===== config.mk =====
export PLATFORM = sky130hd
export DESIGN_NAME = irq_ctrl
export DESIGN_NICKNAME = d
export VERILOG_FILES = /design/src/rtl/irq_ctrl_pkg.sv /design/src/rtl/irq_sync_edge.sv /design/src/rtl/irq_ctrl.sv
export SDC_FILE = /design/constraint.sdc
export NUM_CORES = 1
export LEC_CHECK = 0
export BUFFER_PORTS_ARGS = -buffer_cell sky130_fd_sc_hd__clkbuf_2
export CAP_MARGIN = 10
export CORE_MARGIN = 1
export CORE_UTILIZATION = 41
export CTS_BUF_LIST = sky130_fd_sc_hd__clkbuf_16
export DETAILED_ROUTE_END_ITERATION = 12
export PLACE_DENSITY = 0.87
export SYNTH_ARGS = -nofsm -noshare
export SYNTH_HDL_FRONTEND = slang
export SYNTH_SLANG_ARGS = --single-unit

===== constraint.sdc =====
create_clock -name clk -period 1.11 [get_ports clk]
set_clock_uncertainty 0.05 [all_clocks]
set_input_delay 0.111 -clock clk [delete_from_list [all_inputs] [get_ports clk]]
set_output_delay 0.111 -clock clk [all_outputs]
set_load 0.02 [all_outputs]

===== src/rtl/irq_ctrl_pkg.sv =====
// rtl/irq_ctrl_pkg.sv - shared constants for the interrupt controller
package irq_ctrl_pkg;

  localparam int IRQ_N_SRC = 6;

  localparam logic [1:0] IRQ_MASK = 2'd0;
  localparam logic [1:0] IRQ_MODE = 2'd1;
  localparam logic [1:0] IRQ_PEND = 2'd2;
  localparam logic [1:0] IRQ_RAW  = 2'd3;

  localparam int IRQ_TC0 = 0;
  localparam int IRQ_TC1 = 1;
  localparam int IRQ_EXT = 2;

endpackage


===== src/rtl/irq_sync_edge.sv =====
// rtl/irq_sync_edge.sv - two-flop synchroniser plus a history flop for rising-edge detection
module irq_sync_edge (
  input  logic clk,
  input  logic reset,
  input  logic d_i,
  output logic sync_o,
  output logic rise_o
);

  logic s1_q, s2_q, s3_q;

  always_ff @(posedge clk or negedge reset) begin
    if (!reset) begin
      s1_q <= 1'b0;
      s2_q <= 1'b0;
      s3_q <= 1'b0;
    end else begin
      s1_q <= d_i;
      s2_q <= s1_q;
      s3_q <= s2_q;
    end
  end

  assign sync_o = s2_q;
  assign rise_o = s2_q & ~s3_q;

endmodule


===== src/rtl/irq_ctrl.sv =====
// rtl/irq_ctrl.sv - interrupt controller: per-source sync, edge/level pending, mask, word register port
module irq_ctrl
  import irq_ctrl_pkg::*;
#(
  parameter int N_SRC = IRQ_N_SRC
) (
  input  logic             clk,
  input  logic             reset,
  input  logic [N_SRC-1:0] src,
  input  logic [31:2]      Addr,
  input  logic             WE,
  input  logic [31:0]      Din,
  output logic [31:0]      Dout,
  output logic [N_SRC-1:0] HWInt
);

  logic [N_SRC-1:0] raw, rise;
  logic [N_SRC-1:0] mask_q, mask_d;
  logic [N_SRC-1:0] mode_q, mode_d;
  logic [N_SRC-1:0] pend_q, pend_d;
  logic [N_SRC-1:0] w1c;
  logic             unused_ok;

  for (genvar i = 0; i < N_SRC; i++) begin : g_sync
    irq_sync_edge u_sync (
      .clk    (clk),
      .reset  (reset),
      .d_i    (src[i]),
      .sync_o (raw[i]),
      .rise_o (rise[i])
    );
  end

  always_comb begin
    mask_d = mask_q;
    mode_d = mode_q;
    w1c    = '0;
    if (WE) begin
      case (Addr[3:2])
        IRQ_MASK: mask_d = Din[N_SRC-1:0];
        IRQ_MODE: mode_d = Din[N_SRC-1:0];
        IRQ_PEND: w1c    = Din[N_SRC-1:0];
        default:  ;
      endcase
    end
    // Edge bits: a fresh rise overrides a simultaneous clear. Level bits track the synced input.
    pend_d = (mode_q & (rise | (pend_q & ~w1c))) | (~mode_q & raw);
  end

  always_ff @(posedge clk or negedge reset) begin
    if (!reset) begin
      mask_q <= '0;
      mode_q <= '0;
      pend_q <= '0;
    end else begin
      mask_q <= mask_d;
      mode_q <= mode_d;
      pend_q <= pend_d;
    end
  end

  always_comb begin
    Dout = '0;
    case (Addr[3:2])
      IRQ_MASK: Dout[N_SRC-1:0] = mask_q;
      IRQ_MODE: Dout[N_SRC-1:0] = mode_q;
      IRQ_PEND: Dout[N_SRC-1:0] = pend_q;
      default:  Dout[N_SRC-1:0] = raw;
    endcase
  end

  assign HWInt     = pend_q & mask_q;
  assign unused_ok = ^{Addr[31:4], Din};

endmodule


# Yosys cells after proc, flatten, opt, wreduce, memory -nomap -nowiden
# Cells that the tools add are included.
# op_classes
reduce_logical,3
muxes,3
n_eq_ne,2
n_bitwise,20
# ops
op,count
6-bit bitwise AND,4
6-bit case mux with 3 select lines,1
6-bit 2-to-1 mux,2
6-bit NOT,2
6-bit OR,2
1-bit bitwise AND,6
1-bit NOT,6
2-bit AND reduction,2
2-bit by 1-bit == test with 1-bit output (second input constant),1
2-bit == test (second input constant),1
2-bit zero test,1
# totals
wordCells,49
output_inout_bits,38
inputBits,71
ff_bits,36

# Longest topological paths before layout
# depth
word_depth,8
depth_mapped,4
ltp_nobuf,2

# Modules after synthesis
# A second synthesis with hierarchy kept.
# unflattened
cells_unflattened,123
area_unflattened_um2,1705.4
# modules_own_cells
module,cells_each,area_per_inst_um2,n_inst,seq_area_each_um2
irq_ctrl,99,1172.4,1,450.4
irq_sync_edge,4,88.8,6,75.1

# Worst setup path after synthesis
# OpenSTA, ideal clock, no wires.
# synth_timing
path_kind,flip-flop to output port
startpoint,register mode_q[0]
endpoint,output port Dout[0]
arrival_time_ns,0.986
stages_incl_launch_ff,2
slack_ns,-0.037
path_buffers,0
cell_sequence,dfrtp_1 -> mux4_1
# synth_between
elab_chain_len,1
# synth_rtl
element,line,text
start: declaration,irq_ctrl.sv:19,"logic [N_SRC-1:0] mode_q, mode_d;"
start signal: assignment,irq_ctrl.sv:57,mode_q <= mode_d;
6-bit case mux with 3 select lines,irq_ctrl.sv:64,case (Addr[3:2])
end: declaration,irq_ctrl.sv:13,"output logic [31:0] Dout,"
# No other way between the ends.

# Worst setup path after layout
# layout_timing
startpoint,register pend_q[0]
endpoint,output port Dout[0]
# layout_between
elab_chain_len,1
# layout_rtl
element,line,text
start: declaration,irq_ctrl.sv:20,"logic [N_SRC-1:0] pend_q, pend_d;"
start signal: assignment,irq_ctrl.sv:58,pend_q <= pend_d;
6-bit case mux with 3 select lines,irq_ctrl.sv:64,
# No other way between the ends.

==> results.md <==
* Per-cell routed wire length at 13.34 um
* Most frequent cell after synthesis: dfrtp_1
* Clk slew on worst S/H paths at around 50 ps
* Top cell type's share of synthesized area at 0.5517
* RSZ-0062 raised after global routing: yes
* Routability cong. at 0.7024
* R2R Path Start: g_sync[1].u_sync.sync_o$_DFF_PN0_
* Failing checks: setup timing
* Root Buffer Master: clkbuf_16
* Largest area contributor in the netlist: dfrtp_1
* Antenna-violating nets left at 0
* Crit path max fanout at 3
* Clock insertion delay at the later pin of the skew report at 280 ps
* FF+latch count, synth at 36
* Avg Inst Size Synth at 14.71 um2
* Initial antenna violation count at 0
* GRT Residual Overflow at 0
* Critical path class: reg -> out
* Reg2Reg Depth at 4
* Drt pass-1 iters at 4
* Final wirelength at 3094 um
* Most frequent cells after synthesis: 36 x dfrtp_1, 27 x buf_4, 12 x mux2_2
* Hold endpoint: mask_q[1]$_DFFE_PN0P_
* Die area at about 4200 um2
* Die Ht at 65.11 um
* Final worst setup slack at -370.9 ps
* Fin crit period at 1481 ps
* Max-Cap Viols at 0
* Slew Viols, Final at 0
* Leakage at 1.109 nW
* Final Hold Slack at 53.30 ps
* # nets final at 254
* Synth area leaders: dfrtp_1 55%, buf_4 12%, mux2_2 8.3%, mux4_1 6.4%, a32o_1 3.7%
* Cell variety after synth at 14
* ANT cells at 0
* Dpl cell area at 1879 um2
* Ports at around 110
* R2R Setup Slk at 10 ps
* H-tree levels at 2
* Initial drt markers at 40
* Hold Crit Class: in -> reg
* Post-layout instance area at 2342 um2
* Area of the multi-input gates at ~590 um2
* Site row count at 22
* Initial Utilization at 0.4362
* Status: finished, violations left
* Worst hold path cell count at 2
* Seq/Total Area, Yosys at 0.5517
* Yosys synthesis warning count at 0
* Layout cells sized above 1 at 0.5272
* Largest net degree at the start of global routing at 37
* Synthesized instance count at around 110
* Async SR Flop Fraction at 1.000
* Register area at 900.9 um2
* Setup crit end kind: output port
* Mapped Area at 1633 um2
* Ys flop type: dfrtp_1
* Number of synthesized flops with an enable pin at 0
* Power Density at 1828 nW/um2
* Clock Path Buffers at 2
* DR vias/cell at ~4.6
* Worst Hold Launch: Din[1]
* Worst setup SP type: flop
* Fillers at 282
* CTS Buf Count at 5
* Max Clk Rate at 0.6753 GHz
* Max IR drop VDD at 0.001467 V
* Tot GR Track Use at 0.1682
* Core region area at between 3000 and 4000 um2
* First-pass GRT wire length at 5085 um
* CP Launch Point: pend_q[0]$_DFF_PN0_
* Port bufs at 28
* Final Cycle Share at 1.334
* FF-to-FF End: pend_q[1]$_DFF_PN0_
* Die X at 65.11 um
* Setup TNS Final at -2714 ps
* Vias in the first global route at roughly 1.1k
* Worst EP arrival at 1320 ps
* Final Hold Vio Count at 0
* Via count at ~1.1k
* TritonCTS clock tree: built
* Post-detailed-route DRC marker count at 0
* P&R area growth vs syn at 43.45%
* Placed wire-length estimate at 2101 um
* Required @ worst endpoint at between 900 and 1000 ps
* Final setup violation count at 12
* Clk sinks at 36
[stage by stage]
stage | util | cells | setup WS, ps | total power, mW
4_1_cts | 0.5946 | 225 | -384.7 | 4.178
3_5_place_dp | 0.5020 | 208 | -210.3 | 2.410
2_1_floorplan | - | 136 | 42.20 | 2.111
6_report | 0.6257 | 232 | -370.9 | 4.281
3_3_place_gp | 0.5020 | 208 | -175.2 | 2.378
5_1_grt | 0.6257 | 232 | -416.5 | 4.494
[how the worst max path moves through the flow]
stage,end,slack [ps],depth (start not counted)
finish,Dout[0],-370,2
global route,Dout[0],-420,2
CTS,Dout[3],-380,2
detailed placement,Dout[5],-210,3
global placement,mask_q[2]$_DFFE_PN0P_,-180,4
floorplan,Dout[1],40,3
[worst max-delay path, stage by stage, from the launching register on]
cell and delay (ps):
dfrtp_1 390, mux4_2 500, buf_8 150
[report_power, final]
group / leakage (nW) / internal, mW / switching, mW / total [mW]
sequential: 0.421 / 1.47 / 0.0948 / 1.57
clock: 0.0798 / 1.05 / 0.503 / 1.56
combinational: 0.608 / 0.685 / 0.473 / 1.16
total: 1.11 / 3.21 / 1.07 / 4.28
[flip-flops by register name, indices dropped and copies added, names as in the netlist]
name,flops
g_sync.u_sync.s1_q,6
g_sync.u_sync.s3_q,6
g_sync.u_sync.sync_o,6
mask_q,6
mode_q,6
pend_q,6
[routing by layer]
metal,up-vias,part of all wire,GRT usage
li1,484,-,-
met1,531,0.41,0.2051
met2,51,0.52,0.2708
met3,2,0.064,0.05729
met4,0,0.0061,0.07337
met5,-,0,0
[what timing repair did]
item	in CTS	in global routing
hold endpoints to repair	42	0
hold buffers	7	0
pin swaps	2	3
buffers inserted	4	9
gates resized for setup	24	30
setup endpoints to repair	12	12
[placed cells by master (no fill, tap or decap), drive strengths merged]
master | synthesis | final
mux2 | 12 | 12
nand3b | 1 | 1
a32o | 6 | 6
nor3b | 1 | 1
conb | 1 | 26
clkinvlp | 0 | 1
and2 | 6 | 6
dlygate4sd3 | 0 | 7
clkbuf | 0 | 21
buf | 30 | 47
nand2 | 6 | 6
nand4b | 6 | 6
mux4 | 6 | 6
bufinv | 0 | 1
clkinv | 0 | 1
dfrtp | 36 | 36
[logic make-up (layout without fill, tap and decap cells)]
kind of cell           Yosys count  in the layout  synth area share
DFF                             36             36            0.5517
buffers and inverters           30             78            0.1471
other                            1             26          0.002297
AOI/OAI and AO/OA                6              6           0.03678
and+or+nand+nor                 20             20           0.08736
muxes                           18             18            0.1747
[layout make-up]
class	count	share of cell area
Timing Repair Buffer	70	0.2682
Sequential cell	36	0.3846
Multi-Input combinational cell	70	0.2500
Clock buffer	5	0.05342
Clock inverter	3	0.01816
Tap cell	48	0.02564
No activity file was read; power rests on OpenSTA's default activity.
